**config.mk**
```make
export PLATFORM = sky130hd
export DESIGN_NAME = pwm_gate_guard
export DESIGN_NICKNAME = d
export VERILOG_FILES = /design/src/rtl/pwm_pkg.sv /design/src/rtl/pwm_leg_filter.sv /design/src/rtl/pwm_gate_guard.sv
export SDC_FILE = /design/constraint.sdc
export NUM_CORES = 1
export LEC_CHECK = 0
export ABC_AREA = 1
export CAP_MARGIN = 25
export CORE_ASPECT_RATIO = 2
export CORE_MARGIN = 2
export CORE_UTILIZATION = 53
export CTS_BUF_LIST = sky130_fd_sc_hd__clkbuf_2 sky130_fd_sc_hd__clkbuf_4 sky130_fd_sc_hd__clkbuf_8
export DETAILED_ROUTE_END_ITERATION = 6
export PLACE_DENSITY = 0.82
export SLEW_MARGIN = 20
export SYNTH_ARGS = -nofsm -noshare
export SYNTH_HDL_FRONTEND = slang
export SYNTH_SLANG_ARGS = --single-unit
```
**constraint.sdc**
```tcl
create_clock -name i_clk -period 1.9 [get_ports i_clk]
set_input_delay 0.19 -clock i_clk [delete_from_list [all_inputs] [get_ports i_clk]]
set_output_delay 0.19 -clock i_clk [all_outputs]
set_load 0.1 [all_outputs]
```
**src/rtl/pwm_pkg.sv**
```systemverilog
// Shared types and constants for the PWM gate-drive protection stage.
package pwm_pkg;

  typedef enum logic [1:0] {
    DISARMED = 2'd0,
    ARMING   = 2'd1,
    RUN      = 2'd2,
    FAULT    = 2'd3
  } pwm_state_e;

  localparam int unsigned FAULT_EXT   = 0;
  localparam int unsigned FAULT_SHOOT = 1;
  localparam int unsigned FAULT_CNT_W = 8;

endpackage

```
**src/rtl/pwm_leg_filter.sv**
```systemverilog
// Minimum-pulse filter for one PWM leg: the gate turns on only after MIN_PULSE
// consecutive high samples and drops on the first low sample.
module pwm_leg_filter #(
  parameter int unsigned MIN_PULSE = 10,
  parameter int unsigned CNT_W     = 8
) (
  input  logic i_clk,
  input  logic i_reset_n,
  input  logic i_clear,
  input  logic i_leg_in,
  output logic o_gate_out
);

  localparam logic [CNT_W-1:0] MinCnt = CNT_W'(MIN_PULSE);

  logic [CNT_W-1:0] cnt_q, cnt_d;
  logic             gate_q, gate_d;

  always_comb begin
    cnt_d = '0;
    if (!i_clear && i_leg_in) begin
      cnt_d = (cnt_q >= MinCnt) ? MinCnt : cnt_q + 1'b1;
    end
    // Decided from the next count so the gate rises on the edge the count saturates.
    gate_d = !i_clear && i_leg_in && (cnt_d == MinCnt);
  end

  always_ff @(posedge i_clk) begin
    if (!i_reset_n) begin
      cnt_q  <= '0;
      gate_q <= 1'b0;
    end else begin
      cnt_q  <= cnt_d;
      gate_q <= gate_d;
    end
  end

  assign o_gate_out = gate_q;

endmodule

```
**src/rtl/pwm_gate_guard.sv**
```systemverilog
// Gate-drive guard between the PWM generator and the half-bridge driver.
// Define PWM_GATE_GUARD_FAULT_COUNT_EN to add the saturating o_fault_count output.
module pwm_gate_guard
  import pwm_pkg::*;
#(
  parameter int unsigned MIN_PULSE    = 10,
  parameter int unsigned FAULT_FILTER = 4,
  parameter int unsigned CNT_W        = 8
) (
  input  logic       i_clk,
  input  logic       i_reset_n,
  input  logic       i_enable,
  input  logic       i_pwm_high,
  input  logic       i_pwm_low,
  input  logic       i_fault_n,
  input  logic       i_fault_clear,
  output logic       o_gate_high,
  output logic       o_gate_low,
  output logic       o_ready,
  output logic       o_fault,
  output logic [1:0] o_fault_code
`ifdef PWM_GATE_GUARD_FAULT_COUNT_EN
  ,
  output logic [FAULT_CNT_W-1:0] o_fault_count
`endif
);

  localparam logic [CNT_W-1:0] FltMax = CNT_W'(FAULT_FILTER);

  pwm_state_e       state_q, state_d;
  logic [1:0]       code_q, code_d;
  logic [1:0]       cause;
  logic [CNT_W-1:0] flt_cnt_q, flt_cnt_d;
  logic             sync1_q, sync2_q;
  logic             ext_fault, leg_clear;
  logic             gate_high_raw, gate_low_raw;

  always_comb begin
    flt_cnt_d = '0;
    if (!sync2_q) begin
      flt_cnt_d = (flt_cnt_q >= FltMax) ? FltMax : flt_cnt_q + 1'b1;
    end
    ext_fault = (flt_cnt_d == FltMax);

    cause              = '0;
    cause[FAULT_EXT]   = ext_fault;
    cause[FAULT_SHOOT] = i_pwm_high && i_pwm_low && (state_q == ARMING || state_q == RUN);

    state_d = state_q;
    code_d  = code_q;
    case (state_q)
      DISARMED: begin
        if (ext_fault) begin
          state_d = FAULT;
          code_d  = cause;
        end else if (i_enable) begin
          state_d = ARMING;
        end
      end
      ARMING, RUN: begin
        if (|cause) begin
          state_d = FAULT;
          code_d  = cause;
        end else if (!i_enable) begin
          state_d = DISARMED;
        end else if (state_q == ARMING && !i_pwm_high && !i_pwm_low) begin
          state_d = RUN;
        end
      end
      FAULT: begin
        code_d = code_q | cause;
        if (i_fault_clear && !i_enable && !ext_fault) begin
          state_d = DISARMED;
          code_d  = '0;
        end
      end
      default: state_d = DISARMED;
    endcase

    // Filters follow the next state so a fault edge also kills the gate on that edge.
    leg_clear = (state_d != RUN);
  end

  always_ff @(posedge i_clk) begin
    if (!i_reset_n) begin
      state_q   <= DISARMED;
      code_q    <= '0;
      flt_cnt_q <= '0;
      sync1_q   <= 1'b1;
      sync2_q   <= 1'b1;
    end else begin
      state_q   <= state_d;
      code_q    <= code_d;
      flt_cnt_q <= flt_cnt_d;
      sync1_q   <= i_fault_n;
      sync2_q   <= sync1_q;
    end
  end

  pwm_leg_filter #(
    .MIN_PULSE (MIN_PULSE),
    .CNT_W     (CNT_W)
  ) u_filt_high (
    .i_clk      (i_clk),
    .i_reset_n  (i_reset_n),
    .i_clear    (leg_clear),
    .i_leg_in   (i_pwm_high),
    .o_gate_out (gate_high_raw)
  );

  pwm_leg_filter #(
    .MIN_PULSE (MIN_PULSE),
    .CNT_W     (CNT_W)
  ) u_filt_low (
    .i_clk      (i_clk),
    .i_reset_n  (i_reset_n),
    .i_clear    (leg_clear),
    .i_leg_in   (i_pwm_low),
    .o_gate_out (gate_low_raw)
  );

  // Interlock: each gate is masked by the other so both can never drive together.
  assign o_gate_high  = gate_high_raw & ~gate_low_raw;
  assign o_gate_low   = gate_low_raw & ~gate_high_raw;
  assign o_ready      = (state_q == RUN);
  assign o_fault      = (state_q == FAULT);
  assign o_fault_code = code_q;

`ifdef PWM_GATE_GUARD_FAULT_COUNT_EN
  logic                   fault_entry;
  logic [FAULT_CNT_W-1:0] fcnt_q;

  assign fault_entry = (state_q != FAULT) && (state_d == FAULT);

  always_ff @(posedge i_clk) begin
    if (!i_reset_n) begin
      fcnt_q <= '0;
    end else if (fault_entry && (fcnt_q != '1)) begin
      fcnt_q <= fcnt_q + 1'b1;
    end
  end

  assign o_fault_count = fcnt_q;
`endif

endmodule

```
* Yosys cells after proc, flatten, opt, wreduce, memory -nomap -nowiden
Index checks and enable logic that the tools add are counted.
** Cells by class
- Add/subtract/negate cells :: 3
- Order comparisons :: 3
- Eq/ne operators :: 9
- Muxes and demuxes :: 17
- Bitwise logic cells :: 5
- Reduce and logical (&&, ||, !) cells :: 20
** Operator list (count)
- 8-bit 2-to-1 mux :: 6
- 8-bit by 1-bit adder with 8-bit output, second input constant :: 3
- 2-bit 2-to-1 mux :: 9
- 8-bit by 4-bit == test with 1-bit output, second input constant :: 2
- 8-bit by 4-bit greater-or-equal comparator with 1-bit output, second input constant :: 2
- 2-bit case mux with 3 select lines :: 2
- 1-bit logical AND :: 10
- 8-bit by 3-bit == test with 1-bit output, second input constant :: 1
- 8-bit by 3-bit greater-or-equal comparator with 1-bit output, second input constant :: 1
- 2-bit != test, second input constant :: 3
- 1-bit zero test :: 5
- 2-bit == test, second input constant :: 2
- 2-bit OR reduction :: 2
- 1-bit AND :: 2
- 2-bit by 1-bit == test with 1-bit output, second input constant :: 1
- 2-bit zero test :: 1
- 1-bit NOT :: 2
- 2-bit OR :: 1
- 2-bit AND reduction :: 1
- 1-bit logical OR :: 1
** Word-level totals
- Register bits :: 32
- Bits of input ports :: 7
- Output and inout port bits :: 6

* Longest topological paths before layout
Gate-level depths: netlist (run 1).
- Depth after elaboration :: 14
- Gate-level depth with buffers :: 13

* By module
From an unflattened synthesis (run 1), not the netlist that was laid out.
** Second synthesis, totals
- Cells, all modules :: 197
- Area total of the unflattened synthesis :: 1475.2 um2
** Modules (own cells, without submodules)
- pwm_leg_filter :: instances 2, cells an instance 52, area an instance 384.1 um2, seq. area each 180.2 um2
- pwm_gate_guard :: instances 1, cells an instance 93, area an instance 706.9 um2, seq. area each 280.3 um2

* Worst setup path after synthesis (run 1)
Ideal clock, no wire load.
- Path type :: flip-flop to flip-flop
- Start :: reg state_q[0]
- End :: reg u_filt_high.cnt_q[0]
- Arrival time :: 1.980 ns
- Data required time :: 1.837 ns
- Slack :: -0.143 ns
- Stages on the path, launching flop included :: 10
- Buffers on the path :: 0
- Period minus slack after synthesis :: 2.043 ns
- Cell sequence :: dfxtp_1 ha_1 nand2_1 inv_1 nand2_1 nand3_1 nand2_2 nor2_4 nand3_4 nor2_2
** On the way
- Elaborated cells on any way between the ends :: 21
** RTL lines
- start: declaration :: line pwm_gate_guard.sv:30 : pwm_state_e state_q, state_d;
- start signal: assignment :: line pwm_gate_guard.sv:92 : state_q <= state_d;
- 2-bit == test
- named net o_fault :: line pwm_gate_guard.sv:20 : output logic o_fault,
- 2-bit case mux with 3 select lines :: line pwm_gate_guard.sv:51 : case (state_q)
- 2-bit != test :: line pwm_gate_guard.sv:81 : leg_clear = (state_d != RUN);
- 1-bit zero test :: line pwm_leg_filter.sv:21 : if (!i_clear && i_leg_in) begin
- 1-bit logical AND :: line pwm_leg_filter.sv:21
- 8-bit 2-to-1 mux :: line pwm_leg_filter.sv:21
- end signal: assignment :: line pwm_leg_filter.sv:33 : cnt_q <= cnt_d;
- end: declaration :: line pwm_leg_filter.sv:16 : logic [CNT_W-1:0] cnt_q, cnt_d;
The timed path passes the listed nets, and every way through them passes these cells.
A chain may end at the register's enable or synchronous reset.

* Worst setup path in the final report (run 1)
- Start :: reg flt_cnt_q[0]
- End :: reg u_filt_low.gate_q, in the netlist u_filt_low.o_gate_out
** On the way
- Cells in the longest elaborated chain, start to end :: 14
- Elaborated cells on any way between the ends :: 18
** RTL lines
- start: declaration :: line pwm_gate_guard.sv:33 : logic [CNT_W-1:0] flt_cnt_q, flt_cnt_d;
- start signal: assignment :: line pwm_gate_guard.sv:94 : flt_cnt_q <= flt_cnt_d;
- 8-bit by 1-bit adder with 8-bit output / 8-bit by 3-bit greater-or-equal comparator with 1-bit output (equally long branches) :: line pwm_gate_guard.sv:41 : flt_cnt_d = (flt_cnt_q >= FltMax) ? FltMax : flt_cnt_q + 1'b1;
- 8-bit 2-to-1 mux (*) :: line pwm_gate_guard.sv:41
- 8-bit 2-to-1 mux (*) :: line pwm_gate_guard.sv:40 : if (!sync2_q) begin
- 8-bit by 3-bit == test with 1-bit output (*) :: line pwm_gate_guard.sv:43 : ext_fault = (flt_cnt_d == FltMax);
- 1-bit zero test :: line pwm_gate_guard.sv:72 : if (i_fault_clear && !i_enable && !ext_fault) begin
- 1-bit logical AND :: line pwm_gate_guard.sv:72
- 2-bit 2-to-1 mux :: line pwm_gate_guard.sv:72
- 2-bit case mux with 3 select lines (*) :: line pwm_gate_guard.sv:51
- 2-bit != test (*) :: line pwm_gate_guard.sv:81
- 1-bit zero test (*) :: line pwm_leg_filter.sv:21, pwm_leg_filter.sv:25
- 1-bit logical AND (*) :: line pwm_leg_filter.sv:21, pwm_leg_filter.sv:25
- 8-bit 2-to-1 mux :: line pwm_leg_filter.sv:21
- 8-bit by 4-bit == test with 1-bit output :: line pwm_leg_filter.sv:25 : gate_d = !i_clear && i_leg_in && (cnt_d == MinCnt);
- 1-bit logical AND (*) :: line pwm_leg_filter.sv:25
- end signal: assignment :: line pwm_leg_filter.sv:34 : gate_q <= gate_d;
- end: declaration :: line pwm_leg_filter.sv:17 : logic gate_q, gate_d;
Every way passes the cells marked *; elsewhere a longest branch is shown, timed or not.

==> results of run 1 <==
cells by family (layout without fill, tap and decap cells):
group	count (synthesis)	in the layout	share of synthesized area
other	1	13	0.002657
AO/OA/AOI/OAI	10	10	0.04254
flip-flops	32	32	0.4539
buffers and inverters	27	55	0.07180
AND/OR/NAND/NOR	86	86	0.3192
XOR/XNOR	2	2	0.01241
adder cells (fa/ha/maj)	11	11	0.09752
flip-flops by register name, indices dropped and copies added, names as in the netlist:
| signal | cells |
|---|---|
| flt_cnt_q | 8 |
| u_filt_high.cnt_q | 8 |
| u_filt_low.cnt_q | 8 |
| o_fault_code | 2 |
| state_q | 2 |
| sync1_q | 1 |
| sync2_q | 1 |
| u_filt_high.o_gate_out | 1 |
| u_filt_low.o_gate_out | 1 |
path summary, 6_finish.rpt:
path / from / end / slack, ps
worst max-delay path: flt_cnt_q[0] / u_filt_low.o_gate_out / 50
worst min-delay path: sync1_q / sync2_q / 410
worst max register to register: flt_cnt_q[0] / u_filt_low.o_gate_out / 50
worst min register to register: sync1_q / sync2_q / 410
metrics by stage:
step	instance area, um^2	worst slack (ps)	util
final	1849	48.19	0.7288
after global routing	1849	-106.9	0.7288
after CTS	1774	12.15	0.6992
after detailed placement	1677	-27.09	0.6608
after global placement	1677	71.75	0.6608
after floorplan	1459	110.3	-
synthesized netlist by cell type, drive strengths merged:
cell,number,share of area
xor2,1,0.0062
nor2,29,0.097
nor4b,1,0.0062
inv,26,0.069
xnor2,1,0.0062
conb,1,0.0027
o31ai,2,0.011
nand4,2,0.0089
dfxtp,32,0.45
or2,3,0.013
o211ai,2,0.011
nand2,30,0.098
clkinv,1,0.0027
o21ai,4,0.014
nor3,5,0.021
ha,11,0.098
a21oi,2,0.0071
nor4,3,0.013
nand3,13,0.062
routing by layer:
| layer | vias to the layer above | track usage | share of wire |
|---|---|---|---|
| li1 | 595 | - | - |
| met1 | 537 | 0.2263 | 0.35 |
| met2 | 28 | 0.4063 | 0.57 |
| met3 | 14 | 0.04624 | 0.029 |
| met4 | 0 | 0.1333 | 0.044 |
| met5 | - | 0 | 0 |
layout make-up:
type / count / area share
multi-input combinational: 122 / 0.4181
sequential: 32 / 0.3491
timing repair buffer: 21 / 0.1069
inverter: 27 / 0.05480
tap: 28 / 0.01894
clock buffer: 7 / 0.05210
power by group through the flow:
| stage | registers (uW) | clock network, uW | logic [uW] |
|---|---|---|---|
| floorplan | 900 | 0 | 640 |
| global placement | 803 | 0 | 1020 |
| detailed placement | 807 | 0 | 1050 |
| CTS | 795 | 561 | 1060 |
| global route | 808 | 592 | 1260 |
| finish | 802 | 553 | 1160 |
timing repair:
action	in CTS	in global routing
setup buffers	0	2
gates resized for setup	1	16
setup endpoints to repair	9	10
pin swaps	4	11
layout by cell type, fill, tap and decap left out, types with 3 or more instances in the layout:
master           netlist  layout
nor3_1                 4       4
or2_2                  3       3
nand3_1               10       8
inv_1                 25      21
nor2_2                 8       8
o21ai_0                3       3
nand2_4                1       3
buf_4                  0      13
nor2_1                20      20
inv_2                  1       5
nor4_1                 3       3
clkdlybuf4s50_1        0       6
dfxtp_2                0       4
nand3_2                2       4
conb_1                 1      13
clkbuf_8               0       7
dfxtp_1               32      28
nand2_1               22      20
ha_1                  11       8
nand2_2                7       7
==> results.md, run 1 <==
- Status: finished clean
- Post-Syn Area per Cell: 8.351 um^2
- Initial Util: 0.5562
- Pwr dens: 1357 nW/um^2
- IO Pins: 13
- Antenna Nets Post-Route: 0
- Yosys cell types: 28
- Clock tree from TritonCTS: done
- DR iter-0 viols: 16
- Vias in the first global route: 1248
- Hold Crit Class: reg -> reg
- Dpl cells: 228
- Buf+Inv Stages, Crit Path: 1
- Int Power: 1481 uW
- Combinational Power Share: 0.460
- Num CTS Buffers: 5
- Yosys warns: 0
- Post-synthesis sequential area ratio: 0.4539
- Fin crit period: 1852 ps
- IR drop worst, VDD: 0.0008924 V
- Skew-Pair Late Insertion Delay: 280 ps
- Final setup fails: 0
- HPWL after DPL: 2099 um
- CP Data Arrival Time: 2070 ps
- Design Power: 2510 uW
- Sequential share of power: 0.320
- Number of hold buffers added after CTS: 0
- Area of the multi-input gates: 773.2 um^2
- TritonCTS Sinks: 32
- Initial antenna violation count: 0
- Grt ovf: 0
- Critical Path RT: 2110 ps
- Critical-path top delay cell: dfxtp_2
- Port Buffers: 12
- Final worst path period share: 0.9746
- Hold Crit Depth: 1
- Max Cap Viol: 0
- GPL Wtd Cong: 0.8291
- Post-route DRC: 0
- Max incr delay on CP: 350 ps
- Setup CP Type: reg -> reg
- Clock Power Share: 0.220
- Layout area overhead: 31.03%
- Final Hold Fails: 0
- DIE HEIGHT: 76.98 um
- Drt total wl: 2989 um
- Reg area: 645.6 um^2
- Synth Cell Area: 1411 um^2
- Post-Synthesis Cells: 169
- Die area: 3117 um^2
- Nets: 227
- CTS HTree Levels: 2
- Rows: 26
- Critical path fanouts, max: 7
- CP endpoint kind: flop
- Die width: 40.49 um
- CP delay by family, top: simple AND/OR/NAND/NOR gates
- Critical path launch point type: flop
- Clock skew: 3.201 ps
- Clk buf depth: 2
- CTS root buf: clkbuf_8
- GRT Util Overall: 0.2335
- Antenna Cells: 0
- First-pass GRT wire length: 5119 um
- Min Hold Slack: 412.9 ps
- Stages on worst setup path: 11
- Via count: 1174
- Psw: 1029 uW
- Fillers: 186
- Fin Setup TNS: 0 ps
- Slew Viols, Final: 0
- Pin count of the biggest net entering global routing: 11
- Net Sw Frac: 0.4098
- Non-Filler Instances: 237
- Register bit total from synthesis: 32
- Post-DR wirelength/cell: 12.61 um
- First-pass iteration count of the detailed router: 4
- LEAKAGE: 0.0008963 uW
- Core footprint: 2537 um^2
- Share of cells above drive strength 1: 0.2967
- DR vias/cell: 4.954
- CP Cell Sequence: inv_2 -> ha_4 -> o211ai_1 -> nand2_4 -> nand3_2 -> nand2_2 -> nand3_2 -> nand2_4 -> nor2_4 -> nand4_1 -> nor2_1
- Worst-path clk slew: 60 ps
- F_max: 540.0 MHz
- RSZ-0062 raised after global routing: true
- R2R depth: 11
Power figures use the tool's default switching activity.
==> inputs of run 2 (changes only) <==
- HOLD_SLACK_MARGIN: not set -> 0.06
- clock period: 1.9 -> 1.7 ns (I/O delays scaled with it)
==> run 2 against run 1 <==
Compared with the run above:
- the run now ends with negative setup slack left
- global-route usage up 1.8 points
- register-to-register slack worse by 160 ps
- cell count is 3.8% higher
- sequential cell count did not move
- non-clock buffer count rose by 8
- sequential share of layout area shrank 2.5 points
- routed wire length grew 4.6%
- hold slack better by 6.8 ps
- first-iteration DRC count rose by 81%
- combinational power increased by 26%
- largest power group unchanged
==> results.md, run 2 (synthesis gave the netlist of run 1 again) <==
- Status: finished, violations left
- Violated checks: negative setup slack
- Number of hold buffers added after CTS: 0 (unchanged)
- Vias in the first global route: 1300 (+4.2%)
- GPL Wtd Cong: 0.8509 (+2.6%)
- IR drop worst, VDD: 0.001502 V (+68%)
- Most frequent cells in the layout: dfxtp_1 (28), inv_1 (21), nand2_1 (20), buf_4 (19), nor2_1 (17)
- DIE HEIGHT: 76.98 um (unchanged)
- Psw: 1232 uW (+20%)
- CTS HTree Levels: 2 (unchanged)
- Net Sw Frac: 0.3911 (-0.01872)
- F_max: 551.9 MHz (+2.2%)
- CTS root buf: clkbuf_8
- Clock Power Share: 0.252 (+0.032)
- Worst slack, placed: -116.8 ps (-89.70 ps)
- Fin crit period: 1812 ps (-39.94 ps)
- Non-Filler Instances: 246 (+3.8%)
- Clock skew: 5.892 ps (+2.692 ps)
- DR iter-0 viols: 29 (+13)
- Final Hold Fails: 0 (unchanged)
- First-pass iteration count of the detailed router: 4 (unchanged)
- Post-DR wirelength/cell: 12.71 um (+0.79%)
- Largest regs: flt_cnt_q x8, u_filt_high.cnt_q x8, u_filt_low.cnt_q x8
- Layout area overhead: 41.31%
- GRT Util Overall: 0.2513 (+0.01789)
- Drt total wl: 3127 um (+4.6%)
- Port Buffers: 12 (unchanged)
- Pwr dens: 1579 nW/um^2 (+16%)
- Slew Viols, Final: 0 (unchanged)
- Initial antenna violation count: 0 (unchanged)
- Num CTS Buffers: 5 (unchanged)
- Post-route setup slack: -111.9 ps (-160.1 ps)
- Critical path fanouts, max: 7 (unchanged)
- Antenna Cells: 0 (unchanged)
- Dpl cells: 235 (+3.1%)
- Pin count of the biggest net entering global routing: 11 (unchanged)
- IO Pins: 13 (unchanged)
- HPWL after DPL: 2188 um (+4.3%)
- Setup CP Type: reg -> reg
- Antenna Nets Post-Route: 0 (unchanged)
- LEAKAGE: 0.0009559 uW (+6.7%)
- Final setup fails: 10 (+10)
- Nets: 235 (+3.5%)
- Skew-Pair Late Insertion Delay: 290 ps (about the same)
- Most common cell after layout, fill and taps aside: dfxtp_1
- Grt ovf: 0 (unchanged)
- Initial Util: 0.5562 (unchanged)
- Fin Setup TNS: -700.2 ps (-700.2 ps)
- Worst-path clk slew: 70 ps (about the same)
- Via count: 1235 (+5.2%)
- Post-route DRC: 0 (unchanged)
- Critical path launch point type: flop
- Clock tree from TritonCTS: done
- TritonCTS Sinks: 32 (unchanged)
- Hold Crit Class: reg -> reg
- Clk buf depth: 2 (unchanged)
- Max Cap Viol: 0 (unchanged)
- Die area: 3117 um^2 (unchanged)
- CP Data Arrival Time: 2040 ps (-30 ps)
- Rows: 26 (unchanged)
- Share of cells above drive strength 1: 0.3578 (+0.06115)
- RSZ-0062 raised after global routing: true
- Core footprint: 2537 um^2 (unchanged)
- Sequential share of power: 0.283 (-0.037)
- Combinational Power Share: 0.465 (+0.005)
- Critical Path RT: 1930 ps (-180 ps)
- Die width: 40.49 um (unchanged)
- Fillers: 146 (-22%)
- Final worst path period share: 1.066 (+0.09117)
- DR vias/cell: 5.020 (+1.3%)
- First-pass GRT wire length: 5382 um (+5.1%)
- CP endpoint kind: flop
- Int Power: 1918 uW (+29%)
==> run 2: cell type report <==
class,instances,area [um^2],area share
inverter,27,101.3,0.05082
sequential,32,645.6,0.3237
tap,28,35.03,0.01757
clock buffer,7,96.34,0.04831
timing repair buffer,29,282.8,0.1418
multi-input combinational,122,803.3,0.4028
clock inverter,1,30.03,0.01506
==> run 2: worst max-delay path, cell delays in order (launching register included) <==
cell and delay (ps):
dfxtp_2 320, buf_4 130, ha_1 210, nor2_2 130, nor2_2 60, nand2_4 120
nand2_4 70, nand2_2 90, nand2_2 60, nand2_2 60, nand2_2 60, nor2_4 160
nand3_4 140, nor2_4 130
==> run 2: final timing paths <==
path | cells past startpoint | slack (ps) | startpoint | to
hold reg to reg | 1 | 420 | sync1_q | sync2_q
setup / recovery | 13 | -110 | flt_cnt_q[0] | u_filt_high.cnt_q[0]
setup reg to reg | 13 | -110 | flt_cnt_q[0] | u_filt_high.cnt_q[0]
hold / removal | 1 | 420 | sync1_q | sync2_q
==> run 2: what timing repair did <==
item | 4_1_cts | 5_1_grt
setup buffers | 2 | 1
gates resized for setup | 9 | 11
endpoints found under the setup margin | 13 | 13
pin swaps | 7 | 16
==> run 2: routing by layer <==
layer | global-route usage | vias up | part of all wire
li1 | - | 612 | -
met1 | 0.2398 | 577 | 0.31
met2 | 0.4302 | 33 | 0.61
met3 | 0.05491 | 13 | 0.031
met4 | 0.1600 | 0 | 0.051
met5 | 0 | - | 0
==> run 2: power groups by stage <==
| stage | Combinational [uW] | Clock [uW] | Sequential, uW |
|---|---|---|---|
| 2_1_floorplan | 747 | 0 | 1010 |
| 3_3_place_gp | 1280 | 0 | 900 |
| 3_5_place_dp | 1310 | 0 | 907 |
| 4_1_cts | 1380 | 801 | 891 |
| 5_1_grt | 1580 | 840 | 900 |
| 6_report | 1460 | 793 | 892 |
==> run 2: per-stage QoR <==
| step | util | hold slack (ps) | total power [uW] | instance area (um^2) |
|---|---|---|---|---|
| 2_1_floorplan | - | 276.6 | 1761 | 1474 |
| 3_3_place_gp | 0.6972 | 397.0 | 2180 | 1769 |
| 3_5_place_dp | 0.6972 | 401.3 | 2222 | 1769 |
| 4_1_cts | 0.7658 | 418.2 | 3073 | 1943 |
| 5_1_grt | 0.7860 | 461.5 | 3323 | 1994 |
| 6_report | 0.7860 | 419.7 | 3150 | 1994 |
==> inputs of run 3 (changes only) <==
- SLEW_MARGIN: 20 -> 5
- clock period: 1.7 -> 1.5 ns (I/O delays scaled with it)
==> run 3 against run 2 <==
Compared with the run above:
- the run still ends with negative setup slack left
- hold slack gained 7.6 ps
- first-iteration DRC count grew 24%
- sequential share of layout area shrank 0.45 points
- combinational power grew 36%
- register-to-register slack lost 240 ps
- critical path depth is the same
- count of clock-buffer cells in the layout shrank 1
- cell count grew 1.2%
==> results.md, run 3 (synthesis gave the netlist of run 1 again) <==
- GRT Util Overall: 0.2598 (+0.008472)
- Skew-Pair Late Insertion Delay: 280 ps (about the same)
- Final core utilization: 0.8033 (+0.01726)
- IO Pins: 13 (unchanged)
- DR vias/cell: 5.100 (+1.6%)
- Rows: 26 (unchanged)
- Drt total wl: 3688 um (+18%)
- Post-route setup slack: -355.0 ps (-243.1 ps)
- CP endpoint kind: flop
- Initial Util: 0.5562 (unchanged)
- Hold Crit Class: in -> reg
- Pin count of the biggest net entering global routing: 10 (-1)
- Critical Path RT: 1710 ps (-220 ps)
- CTS root buf: clkbuf_8
- DIE HEIGHT: 76.98 um (unchanged)
- CTS HTree Levels: 2 (unchanged)
- Setup CP Type: reg -> reg
- Most common cell after layout, fill and taps aside: dfxtp_1
- First-pass GRT wire length: 5644 um (+4.9%)
- DR iter-0 viols: 36 (+24%)
- Status: finished, violations left
- Post-DR wirelength/cell: 14.81 um (+17%)
- Buf+Inv Stages, Crit Path: 2 (+1)
- Die area: 3117 um^2 (unchanged)
- Wire length on met2: 2119 um (+11%)
- Layout area overhead: 44.41%
- Initial antenna violation count: 0 (unchanged)
- Top Metal Used: met4
- IR drop worst, VDD: 0.001343 V (-11%)
- Clk buf depth: 2 (unchanged)
- Critical-path top delay cell: dfxtp_2
- First-pass iteration count of the detailed router: 4 (unchanged)
- Num CTS Buffers: 5 (unchanged)
- Final worst path period share: 1.237 (+0.1709)
- HPWL after DPL: 2389 um (+9.2%)
- Fin crit period: 1855 ps (+43.12 ps)
- Core footprint: 2537 um^2 (unchanged)
- Worst-path clk slew: 70 ps (about the same)
- Pwr dens: 1797 nW/um^2 (+14%)
- Clock tree from TritonCTS: done
- Met3 Routed Length: 148 um (+51%)
- Slew Viols, Final: 0 (unchanged)
- Post-route DRC: 0 (unchanged)
- Crit path top cell by count: nand2_2
- Largest regs: flt_cnt_q x8, u_filt_high.cnt_q x8, u_filt_low.cnt_q x8
- Port Buffers: 12 (unchanged)
- CP Data Arrival Time: 2070 ps (+30 ps)
- CP Cell Sequence: inv_2 -> ha_4 -> o211ai_1 -> nand2_4 -> buf_6 -> nand3_2 -> nand2_2 -> nand2_2 -> nand2_2 -> nand2_4 -> nor2_4 -> nand3_2 -> nor2_1
- Vias in the first global route: 1421 (+9.3%)
- Antenna Nets Post-Route: 0 (unchanged)
- LEAKAGE: 0.0009670 uW (+1.2%)
- Final setup fails: 14 (+4)
- Share of cells above drive strength 1: 0.3756 (+0.01777)
- Clock skew: 6.095 ps (+0.2025 ps)
- CP delay by family, top: simple AND/OR/NAND/NOR gates
- Max incr delay on CP: 350 ps (+30 ps)
- Design Power: 3662 uW (+16%)
- Critical path fanouts, max: 5 (-2)
- Antenna Cells: 0 (unchanged)
- Number of hold buffers added after CTS: 0 (unchanged)
- Most frequent cells in the layout: dfxtp_1 (28), nand2_1 (21), inv_1 (20), buf_4 (20), nor2_1 (17)
- Via count: 1270 (+2.8%)
- Max Cap Viol: 0 (unchanged)
- Nets: 239 (+1.7%)
- Violated checks: negative setup slack
- RSZ-0062 raised after global routing: true
- F_max: 539.1 MHz (-2.3%)
- Die width: 40.49 um (unchanged)
- Grt ovf: 0 (unchanged)
- Final Hold Fails: 0 (unchanged)
- TritonCTS Sinks: 32 (unchanged)
- Critical path launch point type: flop
- GPL Wtd Cong: 0.9113 (+7.1%)
- Met1 wire length: 1213 um (+26%)
- Min Hold Slack: 427.3 ps (+7.565 ps)
run 3: where the power goes:
group | internal [uW] | switching (uW)
clock network | 333 | 294
registers | 962 | 78.4
logic | 789 | 1210
total | 2080 | 1580
run 3: final timing paths:
check               start             endpoint  slack [ps]  cells past startpoint
min             i_fault_n              sync1_q         430                      2
min reg2reg       sync1_q              sync2_q         440                      1
max          flt_cnt_q[0]  u_filt_low.cnt_q[2]        -350                     13
max reg2reg  flt_cnt_q[0]  u_filt_low.cnt_q[2]        -350                     13
run 3: repair_timing:
| item | CTS | global route |
|---|---|---|
| setup endpoints to repair | 14 | 14 |
| gates resized for setup | 7 | 10 |
| buffers inserted | 3 | 1 |
| pin swaps | 6 | 5 |
| endpoints found under the hold margin | 0 | 0 |
run 3: worst reg2reg max path, cell delays in order (launching register included):
cell and delay (ps):
dfxtp_2 350, inv_2 60, ha_4 260, o211ai_1 120, nand2_4 150, buf_6 110
nand3_2 70, nand2_2 90, nand2_2 60, nand2_2 70, nand2_4 50, nor2_4 150
nand3_2 120, nor2_1 130
run 3: through the flow:
stage | cells | cell area (um^2) | worst slack (ps) | TNS (ps)
after floorplan | 181 | 1526 | -249.7 | -1667
after global placement | 238 | 1869 | -208.6 | -2019
after detailed placement | 238 | 1869 | -271.3 | -2909
after CTS | 248 | 1997 | -302.5 | -3902
after global routing | 249 | 2038 | -441.7 | -5173
final | 249 | 2038 | -355.0 | -4221
run 3: cell type report:
cell class                 instances  area, um^2
clock buffer                       6       76.32
clock inverter                     1       5.005
fill                             146       499.2
inverter                          27       108.9
multi-input combinational        122       820.8
sequential                        32       650.6
tap                               28       35.03
timing repair buffer              33       341.6
run 3: layer usage:
metal  global-route usage  vias to the layer above
met5                    0                        -
met2               0.4492                       40
met1               0.2356                      593
met4               0.1633                        0
met3              0.06936                       18
li1                     -                      619
